## src/rtl/mem_stage_lsu.sv

```systemverilog
// mem_stage_lsu: memory-stage load/store unit between EX/MEM and MEM/WB.
// Drives a req/gnt/rvalid data bus, extends load data, and stalls EX/MEM
// while an access is outstanding.
// Optional feature: define LSU_TIMEOUT_EN to abort a hung access after
// TIMEOUT_CYC stalled cycles with a one-cycle bus_err_o pulse.
module mem_stage_lsu #(
    parameter int unsigned TIMEOUT_CYC = 255
) (
    input  logic        clk_i,
    input  logic        rst_ni,
    input  logic        mem_wren_i,
    input  logic [1:0]  wb_sel_i,
    input  logic [2:0]  fun_i,
    input  logic        rd_wren_i,
    input  logic [31:0] alu_da_i,
    input  logic [31:0] rs2_da_i,
    output logic        dbus_req_o,
    output logic        dbus_we_o,
    output logic [31:0] dbus_addr_o,
    output logic [3:0]  dbus_be_o,
    output logic [31:0] dbus_wdata_o,
    input  logic        dbus_gnt_i,
    input  logic        dbus_rvalid_i,
    input  logic [31:0] dbus_rdata_i,
    output logic [31:0] ld_da_o,
    output logic        rd_wren_o,
    output logic        stall_o,
    output logic        misalign_o,
    output logic        bus_err_o
);

    typedef enum logic {
        IDLE   = 1'b0,
        WAIT_R = 1'b1
    } state_t;

    state_t      state_q, state_d;
    logic        is_load, is_store, is_op;
    logic        sz_byte, sz_half, sz_word;
    logic        mis;
    logic        req_raw, stall_raw, done_ld;
    logic        tmo;
    logic [7:0]  lane_b;
    logic [15:0] lane_h;
    logic [31:0] ld_ext;

    // Decode access type, size and alignment from the EX/MEM bundle
    always_comb begin
        is_load  = (wb_sel_i == 2'b01) & ~mem_wren_i;
        is_store = mem_wren_i;
        is_op    = is_load | is_store;
        sz_byte  = (fun_i == 3'b000) | (is_load & (fun_i == 3'b100));
        sz_half  = (fun_i == 3'b001) | (is_load & (fun_i == 3'b101));
        sz_word  = ~sz_byte & ~sz_half;
        mis      = is_op & ((sz_half & alu_da_i[0]) |
                            (sz_word & (alu_da_i[1:0] != 2'b00)));
    end

    // Store lane placement; loads always enable the full word
    always_comb begin
        dbus_be_o    = '1;
        dbus_wdata_o = rs2_da_i;
        if (is_store) begin
            if (sz_byte) begin
                dbus_be_o    = 4'b0001 << alu_da_i[1:0];
                dbus_wdata_o = {4{rs2_da_i[7:0]}};
            end else if (sz_half) begin
                dbus_be_o    = alu_da_i[1] ? 4'b1100 : 4'b0011;
                dbus_wdata_o = {2{rs2_da_i[15:0]}};
            end
        end
    end

    // Load lane select and sign/zero extension
    always_comb begin
        case (alu_da_i[1:0])
            2'd0:    lane_b = dbus_rdata_i[7:0];
            2'd1:    lane_b = dbus_rdata_i[15:8];
            2'd2:    lane_b = dbus_rdata_i[23:16];
            default: lane_b = dbus_rdata_i[31:24];
        endcase
        lane_h = alu_da_i[1] ? dbus_rdata_i[31:16] : dbus_rdata_i[15:0];
        if (sz_byte)
            ld_ext = fun_i[2] ? {24'b0, lane_b} : {{24{lane_b[7]}}, lane_b};
        else if (sz_half)
            ld_ext = fun_i[2] ? {16'b0, lane_h} : {{16{lane_h[15]}}, lane_h};
        else
            ld_ext = dbus_rdata_i;
    end

    // Handshake: request until gnt, then wait for rvalid on loads
    always_comb begin
        state_d   = state_q;
        req_raw   = 1'b0;
        stall_raw = 1'b0;
        done_ld   = 1'b0;
        case (state_q)
            IDLE: begin
                if (is_op && !mis) begin
                    req_raw = 1'b1;
                    if (dbus_gnt_i) begin
                        if (is_load) begin
                            stall_raw = 1'b1;
                            state_d   = WAIT_R;
                        end
                    end else begin
                        stall_raw = 1'b1;
                    end
                end
            end
            default: begin
                if (dbus_rvalid_i) begin
                    done_ld = 1'b1;
                    state_d = IDLE;
                end else begin
                    stall_raw = 1'b1;
                end
            end
        endcase
    end

`ifdef LSU_TIMEOUT_EN
    localparam int unsigned CW = ($clog2(TIMEOUT_CYC) > 8) ? $clog2(TIMEOUT_CYC) : 8;

    logic [CW-1:0] cnt_q, cnt_d;
    logic          cnt_clr;

    // Stall watchdog: counts stalled cycles since the last bus event
    always_comb begin
        tmo     = stall_raw & (cnt_q == CW'(TIMEOUT_CYC - 1));
        cnt_clr = tmo | (state_d != state_q) | (req_raw & dbus_gnt_i) |
                  ((state_q == WAIT_R) & dbus_rvalid_i);
        cnt_d   = (cnt_clr || !stall_raw) ? '0 : cnt_q + 1'b1;
    end

    // Watchdog counter register
    always_ff @(posedge clk_i or negedge rst_ni) begin
        if (!rst_ni) cnt_q <= '0;
        else         cnt_q <= cnt_d;
    end

    assign bus_err_o = tmo;
`else
    logic unused_timeout_cfg;

    assign unused_timeout_cfg = (TIMEOUT_CYC != 0);
    assign tmo                = 1'b0;
    assign bus_err_o          = 1'b0;
`endif

    // State register; an abort always lands back in IDLE
    always_ff @(posedge clk_i or negedge rst_ni) begin
        if (!rst_ni) state_q <= IDLE;
        else         state_q <= tmo ? IDLE : state_d;
    end

    assign dbus_req_o  = req_raw & ~tmo;
    assign dbus_we_o   = is_store;
    assign dbus_addr_o = {alu_da_i[31:2], 2'b00};
    assign stall_o     = stall_raw & ~tmo;
    assign misalign_o  = mis;
    assign rd_wren_o   = rd_wren_i & ~mis & ~tmo;
    assign ld_da_o     = (done_ld && !tmo) ? ld_ext : '0;

endmodule

```

## config.mk

```make
export PLATFORM = sky130hd
export DESIGN_NAME = mem_stage_lsu
export DESIGN_NICKNAME = d
export VERILOG_FILES = /design/src/rtl/mem_stage_lsu.sv
export SDC_FILE = /design/constraint.sdc
export NUM_CORES = 1
export LEC_CHECK = 0
export CAP_MARGIN = 20
export CORE_MARGIN = 4
export CORE_UTILIZATION = 24
export DETAILED_ROUTE_END_ITERATION = 12
export PLACE_DENSITY = 0.69
export SLEW_MARGIN = 5
export SYNTH_ARGS = -nofsm -noshare
export SYNTH_HDL_FRONTEND = slang
export SYNTH_SLANG_ARGS = --single-unit
```

## constraint.sdc

```tcl
create_clock -name clk_i -period 3.4 [get_ports clk_i]
set_clock_uncertainty 0.2 [all_clocks]
set_input_delay 0.68 -clock clk_i [delete_from_list [all_inputs] [get_ports clk_i]]
set_output_delay 0.68 -clock clk_i [all_outputs]
set_load 0.005 [all_outputs]
```

After elaboration in Yosys (flattened, before gate mapping)
Cells that the tools add are included.
{"block": "totals", "elab_cells": 55, "register_bits": 1}
{"block": "classes", "bitwise_logic": 16, "muxes": 26, "eq_ne": 6, "n_shift": 1, "n_reduce_logical": 5}
{"operator": "32-bit two-way mux", "count": 8}
{"operator": "8-bit one-hot mux with 3 select lines", "count": 1}
{"operator": "16-bit two-way mux", "count": 1}
{"operator": "4-bit two-way mux", "count": 4}
{"operator": "1-bit two-way mux", "count": 12}
{"operator": "1-bit bitwise AND", "count": 8}
{"operator": "3-bit equality test, second input constant", "count": 2}
{"operator": "2-bit by 1-bit equality test with 1-bit output, second input constant", "count": 2}
{"operator": "1-bit inverter", "count": 4}
{"operator": "1-bit bitwise OR", "count": 4}
{"operator": "1-bit by 2-bit left shift with 4-bit output, first input constant", "count": 1}
{"operator": "3-bit by 1-bit equality test with 1-bit output, second input constant", "count": 1}
{"operator": "3-bit zero test", "count": 1}
{"operator": "2-bit equality test, second input constant", "count": 1}
{"operator": "2-bit zero test", "count": 1}
{"operator": "2-bit nonzero test", "count": 1}
{"operator": "1-bit logical AND", "count": 1}
{"operator": "1-bit zero test", "count": 1}

Depth between registers and ports, before layout
{"block": "depth", "word_depth": 13, "mapped_depth": 6, "ltp_nobuf": 4}

Worst setup path after synthesis
No wires, ideal clock.
{"block": "synth_path", "path_type": "input-to-output", "start": "input port alu_da_i[1]", "end": "output port ld_da_o[12]", "arrival_ns": 1.923, "setup_slack_ns": 0.597, "path_buffers": 2, "stages": 6, "cell_sequence": "buf_6 -> mux4_2 -> nor2b_4 -> o31ai_4 -> buf_6 -> a211oi_1"}
{"block": "synth_via", "elab_chain_cells": 5, "elab_cells_between_ends": 10, "cone_classes": "2 x eq/ne; 7 x mux; 1 x reduce/logical"}
{"item": "from (decl)", "line_no": "15", "rtl": "input logic [31:0] alu_da_i,"}
{"item": "2-bit equality test, or another cell as far along", "line_no": "76", "rtl": "case (alu_da_i[1:0])"}
{"item": "8-bit one-hot mux with 3 select lines / 32-bit two-way mux (equally long branches)", "line_no": "76, 86"}
{"item": "32-bit two-way mux, on equally long branches", "line_no": "84, 85"}
{"item": "32-bit two-way mux *", "line_no": "83", "rtl": "if (sz_byte)"}
{"item": "32-bit two-way mux *", "line_no": "163", "rtl": "assign ld_da_o = (done_ld && !tmo) ? ld_ext : '0;"}
{"item": "to (decl)", "line_no": "25", "rtl": "output logic [31:0] ld_da_o,"}
Every way passes the cells marked *; elsewhere a longest branch is shown, timed or not.

Worst setup path after layout
{"block": "layout_path", "start": "input port dbus_rdata_i[7]", "end": "output port ld_da_o[15]"}
{"block": "layout_via", "elab_chain_cells": 4}
{"item": "from (decl)", "line_no": "24", "rtl": "input logic [31:0] dbus_rdata_i,"}
{"item": "8-bit one-hot mux with 3 select lines", "line_no": "76"}
{"item": "32-bit two-way mux", "line_no": "84", "rtl": "ld_ext = fun_i[2] ? {24'b0, lane_b} : {{24{lane_b[7]}}, lane_b};"}
{"item": "32-bit two-way mux", "line_no": "83"}
{"item": "32-bit two-way mux", "line_no": "163"}
Every way passes these cells.

==> impl.org <==
** Run status
- The flow ran to the end, and the final reports show no timing, DRC or antenna violations.

** Timing
- The count of endpoints failing hold in the final timing report came to 0.
- Number of pins with negative max-slew slack in the final report :: 0
- Final setup viols :: 0
- In the final timing run, aggregate negative setup slack is 0 ps.
- Maximum clock frequency :: 297 MHz
- The worst path in the final design needs a cycle of 3360 ps, including I/O delays and setup.
- Of the available clock period, the critical path in the final layout requires 0.989.

** Route
- Initial DRT Pass Iterations :: 4
- Number of antenna-violating nets in the routed design :: 0
- The final route contains 2424 vias.
- In the final routed layout, each cell accounts on average for 16.9 um.
- Vias/cell :: 4.97
- Detailed router's first-iteration violation count :: 64
- DRT Wirelength :: 8.23 mm
- For this run, design rule violations remaining after detail routing come to 0.

** Power
- Int Power :: 0.247 mW
- Power share of the sequential group :: 0.033
- PD cells :: 114 mW/mm^2
- For this design the total switching power over the nets is 0.150 mW.
- Of the total power, the share spent switching nets is 0.377.
- In this run the static leakage power is 1.56 nW.
- Clock share of power :: 0
- The share of total power dissipated in combinational logic is 0.967.
- Peak ir drop on the vdd network :: 0.0416 mV

** Placement
- Detailed placement HPWL :: 6.60 mm
- The placed instances occupy a cell area of 0.00330 sq mm.
- Last weighted congestion value of the routability-driven placer :: 0.776
- Port bufs :: 149

** Global route
- Entering global routing, the biggest net connects 29 pins.
- In the global route stage, overall resource usage came out at 0.166.
- Global-route wire length before repair :: 12.1 mm
- Number of global-route vias before repair :: 2378
- Global routing finished with a remaining overflow of 0.
- The number of antenna violations at the first check in global routing is 2.

** Setup path
- The worst register-to-register path begins at state_q.
- The most critical setup path has its startpoint at dbus_rdata_i[7].
- Capturing instance or port of the critical path :: ld_da_o[15]
- For the worst flop-to-flop path, the logic depth is 1.
- Arrival time of data at the critical path endpoint :: 2480 ps
- Largest fanout on the critical path :: 5
- The endpoint identified for the worst register-to-register timing path is state_q.
- The worst setup path is launched from an input pin.
- The worst setup path is captured at a primary output.
- Critical Setup Path Class :: input pin to primary output
- FF-to-FF setup slack :: 2430 ps
- WP data required :: 2520 ps

** Floorplan
- The floorplan step defined a die boundary enclosing 0.00899 sq mm.
- Core area :: 0.00729 sq mm
- The die is 94.8 um wide.
- For this configuration, the core starts out at a cell density of 0.248.
- For this design the top-level I/O count stands at 213.
- From bottom edge to top edge, the die measures 94.8 um.
- Std cell rows :: 31

** Synth
- The mapped netlist covers 0.00181 sq mm.
- Synth Warn # :: 0
- Post-synthesis cell count :: 256
- The most used flip-flop cell after synthesis is dfrtp_1.
- After synthesis the netlist holds a flip-flop and latch count of 1.
- Post-synthesis cell type count :: 35
- The synthesized design contains 0 enable-type register cells.
- Post-synth ARST share :: 1.00
- By area the synthesized netlist is led by buf_4 (17%), mux2_2 (10%), mux4_2 (10%), a21oi_1 (6.9%), nand2b_1 (5.9%).
- The share of synthesized area in the top cell type comes to 0.174.
- Sequential-to-total area share from yosys stat :: 0.0138
- The average instance in the mapped netlist occupies 7.06 sq um.
- Of all cell types, the one taking the most synthesized area is buf_4.

** Cells and area
- Of the cells placed in the final design, the portion with a size suffix greater than 1 is 0.262.
- The largest registers in the layout are state_q x1.
- Registers take 25.0 sq um.
- Final-stage net count :: 498
- Largest Register :: state_q
- ANT cells :: 0
- Max FFs per register :: 1
- Relative to the synthesized area, the layout overhead comes to 92.6%.
- Number of inserted filler cells in the final layout :: 757
- Once layout is done, the placed cells without fillers occupy 0.00348 sq mm.
- Total area of multi-input combinational cells :: 0.00141 sq mm

** Min path
- Type of the most critical hold path :: register to register

** Clock network
- Clock-pin slew on the worst setup and hold paths :: 0 ps
- For the worst-skew pair, the clock arrives at the later sink with an insertion delay of 0 ps.

** Job
- The tool flagged a number of max-cap violations equal to 0.
## metal layers
metal,global-route usage,part of all wire,vias to the layer above
met1,0.185,0.37,1118
met2,0.313,0.50,110
met5,0,0.0017,-
li1,-,-,1158
met4,0.0505,0.030,4
met3,0.0359,0.097,34
## power by group through the flow
stage	Clock, mW	Sequential, mW	Combinational (mW)
after detailed placement	0	0.0131	0.372
after CTS	0	0.0131	0.380
after floorplan	0	0.0129	0.176
after global routing	0	0.0133	0.413
after global placement	0	0.0130	0.368
final	0	0.0132	0.384
## cell usage in the layout (no fill, tap or decap), drive strengths merged, types with 3 or more instances in the layout
master	n
mux2i	9
a21oi	25
nor2	21
dlygate4sd2	29
mux2	16
nor2b	4
a211oi	15
clkdlybuf4s15	6
clkbuf	4
o22ai	17
clkdlybuf4s50	98
nor3	9
buf	54
nand2b	17
dlymetal6s2s	3
o21ai	13
nand2	18
inv	3
conb	3
mux4	8
## cell type report
class                   instances  area share
flip-flops and latches          1     0.00719
multi-input cells             189       0.404
repair buffers                196       0.550
well taps                      99      0.0356
inverters                       3     0.00323
## worst max-delay path: stages
cell,delay [ps]
dlygate4sd2_1,260
mux4_2,470
nor2b_4,150
o31ai_4,220
buf_6,150
bufbuf_16,250
a211oi_2,30
dlygate4sd2_1,280
## cells in the mapped netlist (2+ instances only)
cell type	instances
a211oi_1	14
a21oi_1	25
and2_1	2
buf_1	2
buf_2	8
buf_4	42
buf_6	3
clkbuf_1	10
inv_1	3
mux2_2	16
mux2i_1	9
mux4_2	8
nand2_1	18
nand2b_1	17
nor2_1	20
nor2b_1	3
nor3_1	9
nor3b_1	2
o21ai_0	13
o22ai_1	17
## worst min-delay path by stage
stage / endpoint / start / slack (ps) / cells after the start
floorplan: state_q / rst_ni / 180 / 0
global placement: state_q / state_q / 320 / 1
detailed placement: state_q / state_q / 340 / 1
CTS: state_q / state_q / 340 / 1
global route: state_q / state_q / 380 / 1
finish: state_q / state_q / 360 / 1
## per-stage QoR
step	utilization	setup slack, ps	cells	hold slack, ps	power (mW)
6_report	0.478	36.2	488	358	0.397
5_1_grt	0.478	-5.08	488	380	0.426
4_1_cts	0.470	-32.1	483	339	0.393
3_5_place_dp	0.452	-334	472	337	0.385
3_3_place_gp	0.452	-327	472	316	0.381
2_1_floorplan	-	597	258	184	0.189
## kinds of logic after synthesis
logic type / Yosys count / share of synthesized area
buf+inv: 68 / 0.246
mux: 33 / 0.249
compound gates: 77 / 0.268
simple gates: 76 / 0.221
other cells: 1 / 0.00207
flops: 1 / 0.0138
## repair_timing
action                                  CTS  global route
endpoints found under the setup margin   64            29
gates cloned                              3             0
pin swaps                                 3             3
endpoints found under the hold margin     0             0
buffers inserted                          8             5
gates resized for setup                  91            14
hold buffers                              0             0
(Power assumes the default switching activity.)
==> edit, RTL diff (same flow settings) <==
The option `LSU_TIMEOUT_EN` is turned on by a define.
--- a/src/rtl/mem_stage_lsu.sv
+++ b/src/rtl/mem_stage_lsu.sv
@@ -3,6 +3,8 @@
 // while an access is outstanding.
 // Optional feature: define LSU_TIMEOUT_EN to abort a hung access after
 // TIMEOUT_CYC stalled cycles with a one-cycle bus_err_o pulse.
+`define LSU_TIMEOUT_EN
+
 module mem_stage_lsu #(
     parameter int unsigned TIMEOUT_CYC = 255
 ) (
Behaviour: same outputs for any inputs over 10 cycles, from zero or initial values and one cycle with rst_ni low; that may be too few to reach the edited logic, so the function may still have changed.
==> edit against the unedited design <==
Cell count rose by 10%; area after synthesis rose by 19%; design area is 15% higher; wire length up 8.0%; setup slack gained 0.031 ns; power grew 57%; combinational power up 2%; sequential cell count is 8 higher; critical path type unchanged; largest cell class unchanged; largest power group unchanged.
==> edit: results (changes against the unedited design) <==
| Metric | Value |
|---|---|
| Hold slack | `0.3372 ns (-0.02102 ns)` |
| Worst-skew pair later-pin latency | `0.23 ns (+0.23 ns)` |
| R2R depth | `4 (+3)` |
| CP Launch Point | `alu_da_i[0]` |
| Fill cell count | `869 (+15%)` |
| Slowest cell on the critical path | `clkdlybuf4s50_1` |
| Yosys warning count | `0 (unchanged)` |
| Port Buffer Count | `150 (+0.67%)` |
| Outcome | `complete, no violations` |
| CP Max Fanout | `6 (+1)` |
| Fin nets | `539 (+8.2%)` |
| Complex-gate fraction of the synthesized area | `30.44% (+3.7 points)` |
| Slew @ Worst Pin | `0.6665 ns` |
| CP peak stage delay | `0.50 ns (+0.03 ns)` |
| Top_reg_cell synth | `dfrtp_1` |
| CTS Buffer Depth | `2` |
| Dpl hpwl | `6798 um (+3.0%)` |
| R2R Setup Slk | `1.45 ns (-0.98 ns)` |
| Post-synth cell types | `43 (+23%)` |
| DRT Wirelength | `8888 um (+8.0%)` |
| Root buf cell | `clkbuf_8` |
| First-pass GRT wire length | `13790 um (+14%)` |
| Starting DRT DRC Count | `80 (+25%)` |
| Asr flop ratio synth | `100.0% (unchanged)` |
| Flip-flop and latch power | `0.112 mW (+750%)` |
| Leakage | `1.684 nW (+8.0%)` |
| Via density | `5.171 (+4.1%)` |
| CP top delay family | `buffers and inverters` |
| Global Route Usage Sum | `16.15% (-0.49 points)` |
| VDD IR-drop max | `0.09636 mV (+130%)` |
| Sequential Power Share | `17.9% (+15 points)` |
| Regs by FF count | `cnt_q (8), state_q (1)` |
| Synth Area in XOR/XNOR | `2.449% (+2.4 points)` |
| Layout cells sized above 1 | `27.27% (+1.1 points)` |
| Clock Power Share | `19.5% (+20 points)` |
| Drt wl/cell | `16.52 um (-2.0%)` |
| Final Wtd Congestion | `0.7353 (-5.3%)` |
| Vias in the first global route | `2784 (+17%)` |
| Seq/Total Area, Yosys | `10.50% (+9.1 points)` |
| RR Endpoint | `cnt_q[3]` |
| CTS clk-pin slew, worst paths | `0.05 ns (+0.05 ns)` |
| Synth Area in Adders | `1.166% (+1.2 points)` |
| Min-Delay Path Class | `reg2reg` |
| Syn Inst Count | `279 (+9.0%)` |
| Mux share of post-synthesis cell area | `16.79% (-8.1 points)` |
| Initial antenna violation count | `1 (-1)` |
| CP endpoint | `rd_wren_o` |
| CTS H-tree depth | `1` |
| Largest net degree at the start of global routing | `30 (+3.4%)` |
| Switching Fraction | `30.57% (-7.1 points)` |
| Reg2reg start | `cnt_q[3]` |
| Synth top cells by count | `buf_4, nor2_1, mux2_2, o21a_1, o22ai_1` |
| Drt pass-1 iters | `4 (unchanged)` |
| Placed Instances | `512 (+8.5%)` |
| Number of CTS-inserted buffers | `3` |
| Top post-synthesis cells by area | `buf_4, dfrtp_1, mux2_2, mux4_2, o21a_1` |
edit: cell type report:
| type | count | area share, % |
|---|---|---|
| Multi-Input combinational cell | 202 | 39.39 |
| Tap cell | 108 | 3.381 |
| Timing Repair Buffer | 207 | 49.75 |
| Inverter | 7 | 0.6575 |
| Clock buffer | 4 | 1.127 |
| Sequential cell | 9 | 5.636 |
| Antenna cell | 1 | 0.06262 |
edit: per-stage QoR:
stage,setup slack [ns],cell area (sq um)
floorplan,0.6971,2150
global placement,-0.3142,3669
detailed placement,-0.3445,3669
CTS,-0.01501,3963
global route,-0.02173,3996
finish,0.06757,3996
edit: kinds of logic (layout without fill, tap and decap cells):
group	after synthesis	count (layout)
flip-flops	9	9
AO/OA/AOI/OAI	90	90
buffers and inverters	69	218
XOR/XNOR	6	6
AND/OR/NAND/NOR	78	78
other	1	3
adder cells (fa/ha/maj)	2	2
multiplexers	24	24
edit: how the worst min path moves through the flow:
| stage | startpoint | endpoint | depth (start not counted) |
|---|---|---|---|
| 2_1_floorplan | rst_ni | cnt_q[0] | 0 |
| 3_3_place_gp | cnt_q[5] | cnt_q[5] | 2 |
| 3_5_place_dp | cnt_q[5] | cnt_q[5] | 2 |
| 4_1_cts | cnt_q[5] | cnt_q[5] | 2 |
| 5_1_grt | cnt_q[5] | cnt_q[5] | 2 |
| 6_report | cnt_q[5] | cnt_q[5] | 2 |
edit: repair_timing:
item	4_1_cts	5_1_grt
resized for setup	89	17
gates cloned	2	1
pin swaps	8	3
setup buffers	18	0
setup endpoints to repair	61	32
hold endpoints to repair	0	0
edit: layer usage:
layer / GRT usage, % / part of all wire (%) / vias up
met3: 3.789 / 9.9 / 24
li1: - / - / 1303
met5: 0 / 0 / -
met2: 30.34 / 52 / 140
met1: 17.82 / 36 / 1315
met4: 5.045 / 2.1 / 0
